[config.mk]
export PLATFORM = sky130hd
export DESIGN_NAME = ssd1306_spi_arbiter
export DESIGN_NICKNAME = d
export VERILOG_FILES = /design/src/rtl/ssd1306_spi_arbiter.sv
export SDC_FILE = /design/constraint.sdc
export NUM_CORES = 1
export LEC_CHECK = 0
export CAP_MARGIN = 20
export CORE_MARGIN = 4
export CORE_UTILIZATION = 35
export DETAILED_ROUTE_END_ITERATION = 10
export MAX_ROUTING_LAYER = met4
export SYNTH_ARGS = -nofsm -noshare
export SYNTH_HDL_FRONTEND = slang
export SYNTH_SLANG_ARGS = --single-unit
[constraint.sdc]
create_clock -name clk_50M -period 2.5 [get_ports clk_50M]
set_clock_uncertainty 0.05 [all_clocks]
set_input_delay 0.25 -clock clk_50M [delete_from_list [all_inputs] [get_ports clk_50M]]
set_output_delay 0.25 -clock clk_50M [all_outputs]
set_load 0.05 [all_outputs]
[src/rtl/ssd1306_spi_arbiter.sv]
// Purpose: shares one byte-wide SPI master between the SSD1306 command sequencer (cmd) and the pixel streamer (pix), with burst locking.
// Latency: grant in IDLE at cycle t -> spi_wr at t+1+SETUP_CYC; spi_done at d -> ack at d+1, next grant at d+1+GAP_CYC.
// Backpressure: requesters hold req until ack/err; a timed-out byte returns err and releases any burst lock.
module ssd1306_spi_arbiter #(
  parameter int SETUP_CYC   = 4,
  parameter int GAP_CYC     = 2,
  parameter int TIMEOUT_CYC = 4096
) (
  input  logic       clk_50M,
  input  logic       rst_n,
  input  logic       cmd_req,
  input  logic [7:0] cmd_data,
  input  logic       cmd_dc,
  input  logic       cmd_lock,
  output logic       cmd_ack,
  output logic       cmd_err,
  input  logic       pix_req,
  input  logic [7:0] pix_data,
  input  logic       pix_dc,
  input  logic       pix_lock,
  output logic       pix_ack,
  output logic       pix_err,
  output logic [7:0] spi_data,
  output logic       spi_wr,
  input  logic       spi_done,
  output logic       oled_dc,
  output logic       busy,
  output logic       owner
);

  localparam int MAX_A = (SETUP_CYC > GAP_CYC) ? SETUP_CYC : GAP_CYC;
  localparam int MAX_C = (MAX_A > TIMEOUT_CYC) ? MAX_A : TIMEOUT_CYC;
  localparam int CW    = $clog2(MAX_C + 1);

  localparam logic [CW-1:0] SETUP_LAST = CW'(SETUP_CYC - 1);
  localparam logic [CW-1:0] GAP_LAST   = (GAP_CYC > 0) ? CW'(GAP_CYC - 1) : '0;
  localparam logic [CW-1:0] TMO_LAST   = CW'(TIMEOUT_CYC - 1);

  typedef enum logic [2:0] {
    S_IDLE,
    S_SETUP,
    S_SEND,
    S_WAIT,
    S_GAP
  } state_t;

  state_t        state_q, state_d;
  logic [CW-1:0] cnt_q;
  logic          lock_q;       // burst lock held by 'owner'
  logic          byte_lock_q;  // lock bit of the byte in flight, committed only on success
  logic          grant_cmd, grant_pix;
  logic          done_hit, tmo_hit;

  // State register.
  always_ff @(posedge clk_50M) begin
    if (!rst_n) state_q <= S_IDLE;
    else        state_q <= state_d;
  end

  // Next-state, arbitration and strobe decode.
  always_comb begin
    state_d   = state_q;
    grant_cmd = 1'b0;
    grant_pix = 1'b0;
    done_hit  = 1'b0;
    tmo_hit   = 1'b0;
    spi_wr    = 1'b0;
    busy      = (state_q != S_IDLE);
    case (state_q)
      S_IDLE: begin
        // A held lock excludes the other requester even if it has priority.
        if (cmd_req && (!lock_q || !owner))
          grant_cmd = 1'b1;
        else if (pix_req && (!lock_q || owner))
          grant_pix = 1'b1;
        if (grant_cmd || grant_pix)
          state_d = S_SETUP;
      end
      S_SETUP: begin
        if (cnt_q == SETUP_LAST) state_d = S_SEND;
      end
      S_SEND: begin
        spi_wr  = 1'b1;
        state_d = S_WAIT;
      end
      S_WAIT: begin
        // Done wins over a coincident timeout expiry.
        if (spi_done) begin
          done_hit = 1'b1;
          state_d  = (GAP_CYC == 0) ? S_IDLE : S_GAP;
        end else if (cnt_q == TMO_LAST) begin
          tmo_hit = 1'b1;
          state_d = (GAP_CYC == 0) ? S_IDLE : S_GAP;
        end
      end
      S_GAP: begin
        if (cnt_q == GAP_LAST) state_d = S_IDLE;
      end
      default: state_d = S_IDLE;
    endcase
  end

  // Phase counter, captured byte, lock flag and owner response pulses.
  always_ff @(posedge clk_50M) begin
    if (!rst_n) begin
      cnt_q       <= '0;
      lock_q      <= 1'b0;
      byte_lock_q <= 1'b0;
      spi_data    <= 8'h00;
      oled_dc     <= 1'b0;
      owner       <= 1'b0;
      cmd_ack     <= 1'b0;
      cmd_err     <= 1'b0;
      pix_ack     <= 1'b0;
      pix_err     <= 1'b0;
    end else begin
      // Counter restarts on every state change, so SETUP/WAIT/GAP each count from 0.
      if (state_d != state_q || state_q == S_IDLE) cnt_q <= '0;
      else                                         cnt_q <= cnt_q + CW'(1);

      if (grant_cmd) begin
        spi_data    <= cmd_data;
        oled_dc     <= cmd_dc;
        byte_lock_q <= cmd_lock;
        owner       <= 1'b0;
      end else if (grant_pix) begin
        spi_data    <= pix_data;
        oled_dc     <= pix_dc;
        byte_lock_q <= pix_lock;
        owner       <= 1'b1;
      end

      if (done_hit)     lock_q <= byte_lock_q;
      else if (tmo_hit) lock_q <= 1'b0;

      cmd_ack <= done_hit && !owner;
      pix_ack <= done_hit &&  owner;
      cmd_err <= tmo_hit  && !owner;
      pix_err <= tmo_hit  &&  owner;
    end
  end

endmodule
======== Yosys cells after proc, flatten, opt, wreduce, memory -nomap -nowiden ========
Cells that the tools add are included.
storage, ports and cells
  bits of input ports ..................... 25
  logic and storage cells ................. 66
  flip-flop bits (word level) ............. 32
  output and inout bits ................... 16
operators by class
  equal/unequal tests ..................... 8
  reduce and logical (&&, ||, !) cells .... 18
  add/sub/neg operators ................... 1
  bitwise logic cells ..................... 1
  mux-type cells .......................... 27
operator list
  operator                                                                 count
  1-bit two-way mux                                                        19
  8-bit two-way mux                                                        2
  3-bit two-way mux                                                        5
  3-bit case mux with 5 select lines                                       1
  13-bit by 1-bit adder with 13-bit output, second input constant          1
  13-bit by 1-bit equality test with 1-bit output, second input constant   1
  13-bit by 12-bit equality test with 1-bit output, second input constant  1
  13-bit by 2-bit equality test with 1-bit output, second input constant   1
  3-bit by 2-bit equality test with 1-bit output, second input constant    2
  1-bit logical AND                                                        6
  1-bit logical OR                                                         4
  2-bit nonzero test                                                       2
  2-bit OR reduction                                                       2
  3-bit by 1-bit equality test with 1-bit output, second input constant    1
  3-bit equality test, second input constant                               1
  3-bit logical NOT                                                        1
  3-bit != test                                                            1
  3-bit nonzero test                                                       1
  1-bit logical NOT                                                        2
  1-bit inverter                                                           1

======== Depth between registers and ports, before layout ========
  depth in word-level cells ............... 12
  gate-level depth with buffers ........... 7
  depth with buffers taken out ............ 6

======== Least setup slack after synthesis ========
No wires, ideal clock.
  path kind ............................... register to register
  from .................................... reg state_q[1]
  to ...................................... reg state_q[0]
  data required time ...................... 2.380 ns
  setup slack ............................. 0.467 ns
  data arrival time ....................... 1.912 ns
  path buffers ............................ 1
  clock period less this slack ............ 2.033 ns
  setup time .............................. 0.070 ns
  cell stages (with the launch flop) ...... 6
  cells stage by stage .................... dfxtp_1 > clkbuf_2 > inv_1 > nor3_1 > a211oi_1 > a21oi_1
on the way
  word-level cells in the longest chain between the ends .. 2
  elaborated cells on any way between the ends .. 6
  classes of those cells .................. eq/ne: 4; mux: 1; reduce/logical: 1
ends and longest elaborated chain
  element                                      line  text
  from (decl)                                  47    state_t state_q, state_d;
  from (signal assigned)                       57    else state_q <= state_d;
  3-bit equality test (tied with other cells)  69    case (state_q)
  3-bit case mux with 5 select lines (*)       69
Mark *: on every way between the ends. The rest lies on a longest branch, timed or not.
A chain may end at the register's enable or synchronous reset.

======== Worst setup path in the final report ========
  from .................................... reg cnt_q[0]
  to ...................................... reg cnt_q[2]
on the way
  word-level cells in the longest chain between the ends .. 7
  elaborated cells on any way between the ends .. 12
  classes of those cells .................. add/sub: 1; eq/ne: 4; mux: 5; reduce/logical: 2
ends and longest elaborated chain
  element                                           line  text
  from (decl)                                       48    logic [CW-1:0] cnt_q;
  from (signal assigned)                            119   else cnt_q <= cnt_q + CW'(1);
  13-bit by 12-bit equality test with 1-bit output  91    end else if (cnt_q == TMO_LAST) begin
  3-bit two-way mux                                 91
  3-bit two-way mux                                 88    if (spi_done) begin
  3-bit case mux with 5 select lines                69
  3-bit != test                                     118   if (state_d != state_q || state_q == S_IDLE) cnt_q <= '0;
  1-bit logical OR                                  118
  2-bit OR reduction (no source line)               --
Several ways; a longest one is shown, not always the timed one.

==> flow_summary.json <==
{
  "hold_depth": 2,
  "maxCapViolations": 0,
  "io_pins": 41,
  "postRouteAntennaNets": 0,
  "grt_pass1_vias": 1245,
  "postSynthAreaPerCell_um2": 9.00,
  "crit_fanout": 12,
  "track_usage": 0.138,
  "cts_root_buffer": "clkbuf_8",
  "start_kind": "flop",
  "core_area_mm2": 0.00409,
  "syn_area_mm2": 0.00151,
  "rr_worst_depth": 6,
  "fmax_mhz": 454,
  "finalInstanceArea_mm2": 0.00204,
  "die_w_um": 73.7,
  "p_leak_nw": 0.742,
  "grt.overflow.total": 0,
  "hold_buffers": 0,
  "placed_cell_area_mm2": 0.00194,
  "vias_per_cell": 5.24,
  "rr_endpoint": "cnt_q[2]",
  "start_util": 0.370,
  "synth_top_cell_area_share": 0.424,
  "powerDensity_mw_per_mm2": 585,
  "setup-tns-final_ns": 0,
  "dp_hpwl_mm": 2.75,
  "cp.arrival_ns": 2.29,
  "yosys-top-cells-area": "dfxtp_1, mux2i_1, a211oi_1",
  "antenna_found_initial": 0,
  "cts_sinks": 32,
  "yosysTopAreaCell": "dfxtp_1",
  "worst_ep_required_time_ns": 2.59,
  "clk_latency_ns": 0.28,
  "fin_crit_sh": 0.882,
  "crit_end": "cnt_q[2]",
  "syn_inst": 168,
  "ir_drop_v": 0.000257,
  "finalSetupViolCount": 0,
  "final_nets": 236,
  "relSlewSlack": 0.615,
  "place.port_buffers": 40,
  "gp_congestion": 0.846,
  "yosysWarnings": 0,
  "rows": 23,
  "drive_gt1_frac": 0.0718,
  "synth_fp_nets": 195,
  "worstSetupPathType": "reg2reg",
  "rsz0062_at_grt": "false",
  "wire_per_inst_um": 13.5,
  "area_growth_pct": 35.1,
  "clk_pin_slew_ns": 0.06,
  "ys_ff_latch": 32,
  "r2r_setup_slack_ns": 0.30,
  "clock_path_buffers": 2,
  "period_minus_slack_ns": 2.20,
  "hold_viol_final": 0,
  "drt_iter0_drc": 120,
  "first_pass_iters": 4,
  "crit-reg2reg-launch": "cnt_q[0]",
  "yosysSeqAreaShare": 0.424,
  "diodes": 0,
  "end_kind": "flop",
  "grt_pass1_wl_mm": 5.61,
  "min-delay-path-class": "reg2reg",
  "outcome": "finished, final reports clean",
  "fillers": 378,
  "die_y_um": 73.7,
  "cts_buffers": 5,
  "htree_levels": 2,
  "crit_path_start": "cnt_q[0]",
  "yosysUniqueCellTypes": 35,
  "num_vias": 1357,
  "grt_max_degree": 22,
  "route.detailed.drc": 0,
  "die-area_mm2": 0.00543,
  "tightestPinTransition_ns": 0.576,
  "cts_tree": "done",
  "wl_mm": 3.49,
  "maxSlewViolCount": 0
}
layout make-up:
cell class | instances | area (um^2) | share of cell area
clock buffers | 7 | 96.3 | 0.0472
repair buffers | 44 | 433 | 0.212
well taps | 50 | 62.6 | 0.0306
inverters | 9 | 33.8 | 0.0165
flip-flops and latches | 32 | 641 | 0.314
multi-input cells | 117 | 776 | 0.380
stage by stage:
step	std cells	power [mW]	hold slack, ns	util	worst slack, ns
floorplan	168	0.693	0.279	-	0.467
global placement	252	0.784	0.423	0.476	0.383
detailed placement	252	0.790	0.443	0.476	0.335
CTS	259	1.21	0.452	0.499	0.148
global route	259	1.24	0.472	0.500	0.146
finish	259	1.19	0.444	0.500	0.295
per-layer routing:
| metal | vias to the layer above | share of wire | track usage |
|---|---|---|---|
| met5 | - | 0 | - |
| met4 | 0 | 0.019 | 0.0483 |
| met3 | 7 | 0.057 | 0.0534 |
| met2 | 41 | 0.50 | 0.224 |
| met1 | 615 | 0.42 | 0.153 |
| li1 | 694 | - | - |
critical path, stage by stage (launching register included):
cell	delay, ns
dfxtp_1	0.40
ha_1	0.28
nand4_2	0.18
or4_1	0.68
o211ai_2	0.19
buf_4	0.21
a21oi_1	0.08
cell usage in the layout (no fill, tap or decap), types with 2 or more instances in the layout:
cell,instances
o21a_1,3
ha_1,2
nand3_1,5
nor3_1,8
nand4_1,6
nor4_1,6
nand2_1,6
xor2_1,2
nor2_1,17
mux2i_1,11
xnor2_1,8
a21oi_1,14
nor3b_1,2
clkbuf_8,7
dfxtp_1,32
buf_4,4
clkdlybuf4s50_1,39
inv_1,9
a211oi_1,13
what timing repair did:
item	4_1_cts	5_1_grt
endpoints found under the setup margin	0	1
gates resized for setup	0	1
buffers inserted	0	0
power breakdown:
part | switching, mW | internal (mW)
sequential | 0.0144 | 0.532
combinational | 0.131 | 0.0992
clock | 0.173 | 0.245
total | 0.318 | 0.876
sequential cells by signal, summed over array words and instances, names as in the netlist:
signal       flops
cnt_q           13
spi_data         8
state_q          3
byte_lock_q      1
cmd_ack          1
cmd_err          1
lock_q           1
oled_dc          1
owner            1
pix_ack          1
pix_err          1
cell families after synthesis:
logic type	after synthesis	share of synthesized area
adder cells (fa/ha/maj)	2	0.0166
multiplexers	11	0.0729
flip-flops	32	0.424
AO/OA/AOI/OAI	38	0.173
buffers and inverters	19	0.0629
XOR/XNOR	10	0.0580
AND/OR/NAND/NOR	56	0.193
synthesized netlist by cell type, drive strengths merged:
master / instances
and3: 1
o21ai: 1
a211oi: 14
o31ai: 1
nand3: 5
nor4: 6
inv: 9
nand4: 7
nor3b: 2
or3: 1
dfxtp: 32
nor3: 8
or4: 1
o211ai: 1
clkbuf: 4
a21oi: 15
o21a: 3
ha: 2
nand4b: 1
nand2: 6
a21boi: 1
a2111oi: 1
nor4b: 1
a211o: 1
nor2: 17
mux2i: 11
xnor2: 8
xor2: 2
buf: 6
worst min-delay path by stage:
stage / from / endpoint
after floorplan: spi_done / cmd_err
after global placement: cnt_q[0] / cnt_q[0]
after detailed placement: byte_lock_q / lock_q
after CTS: spi_data[1] / spi_data[1]
after global routing: byte_lock_q / lock_q
final: byte_lock_q / lock_q
Power figures use the tool's default switching activity.
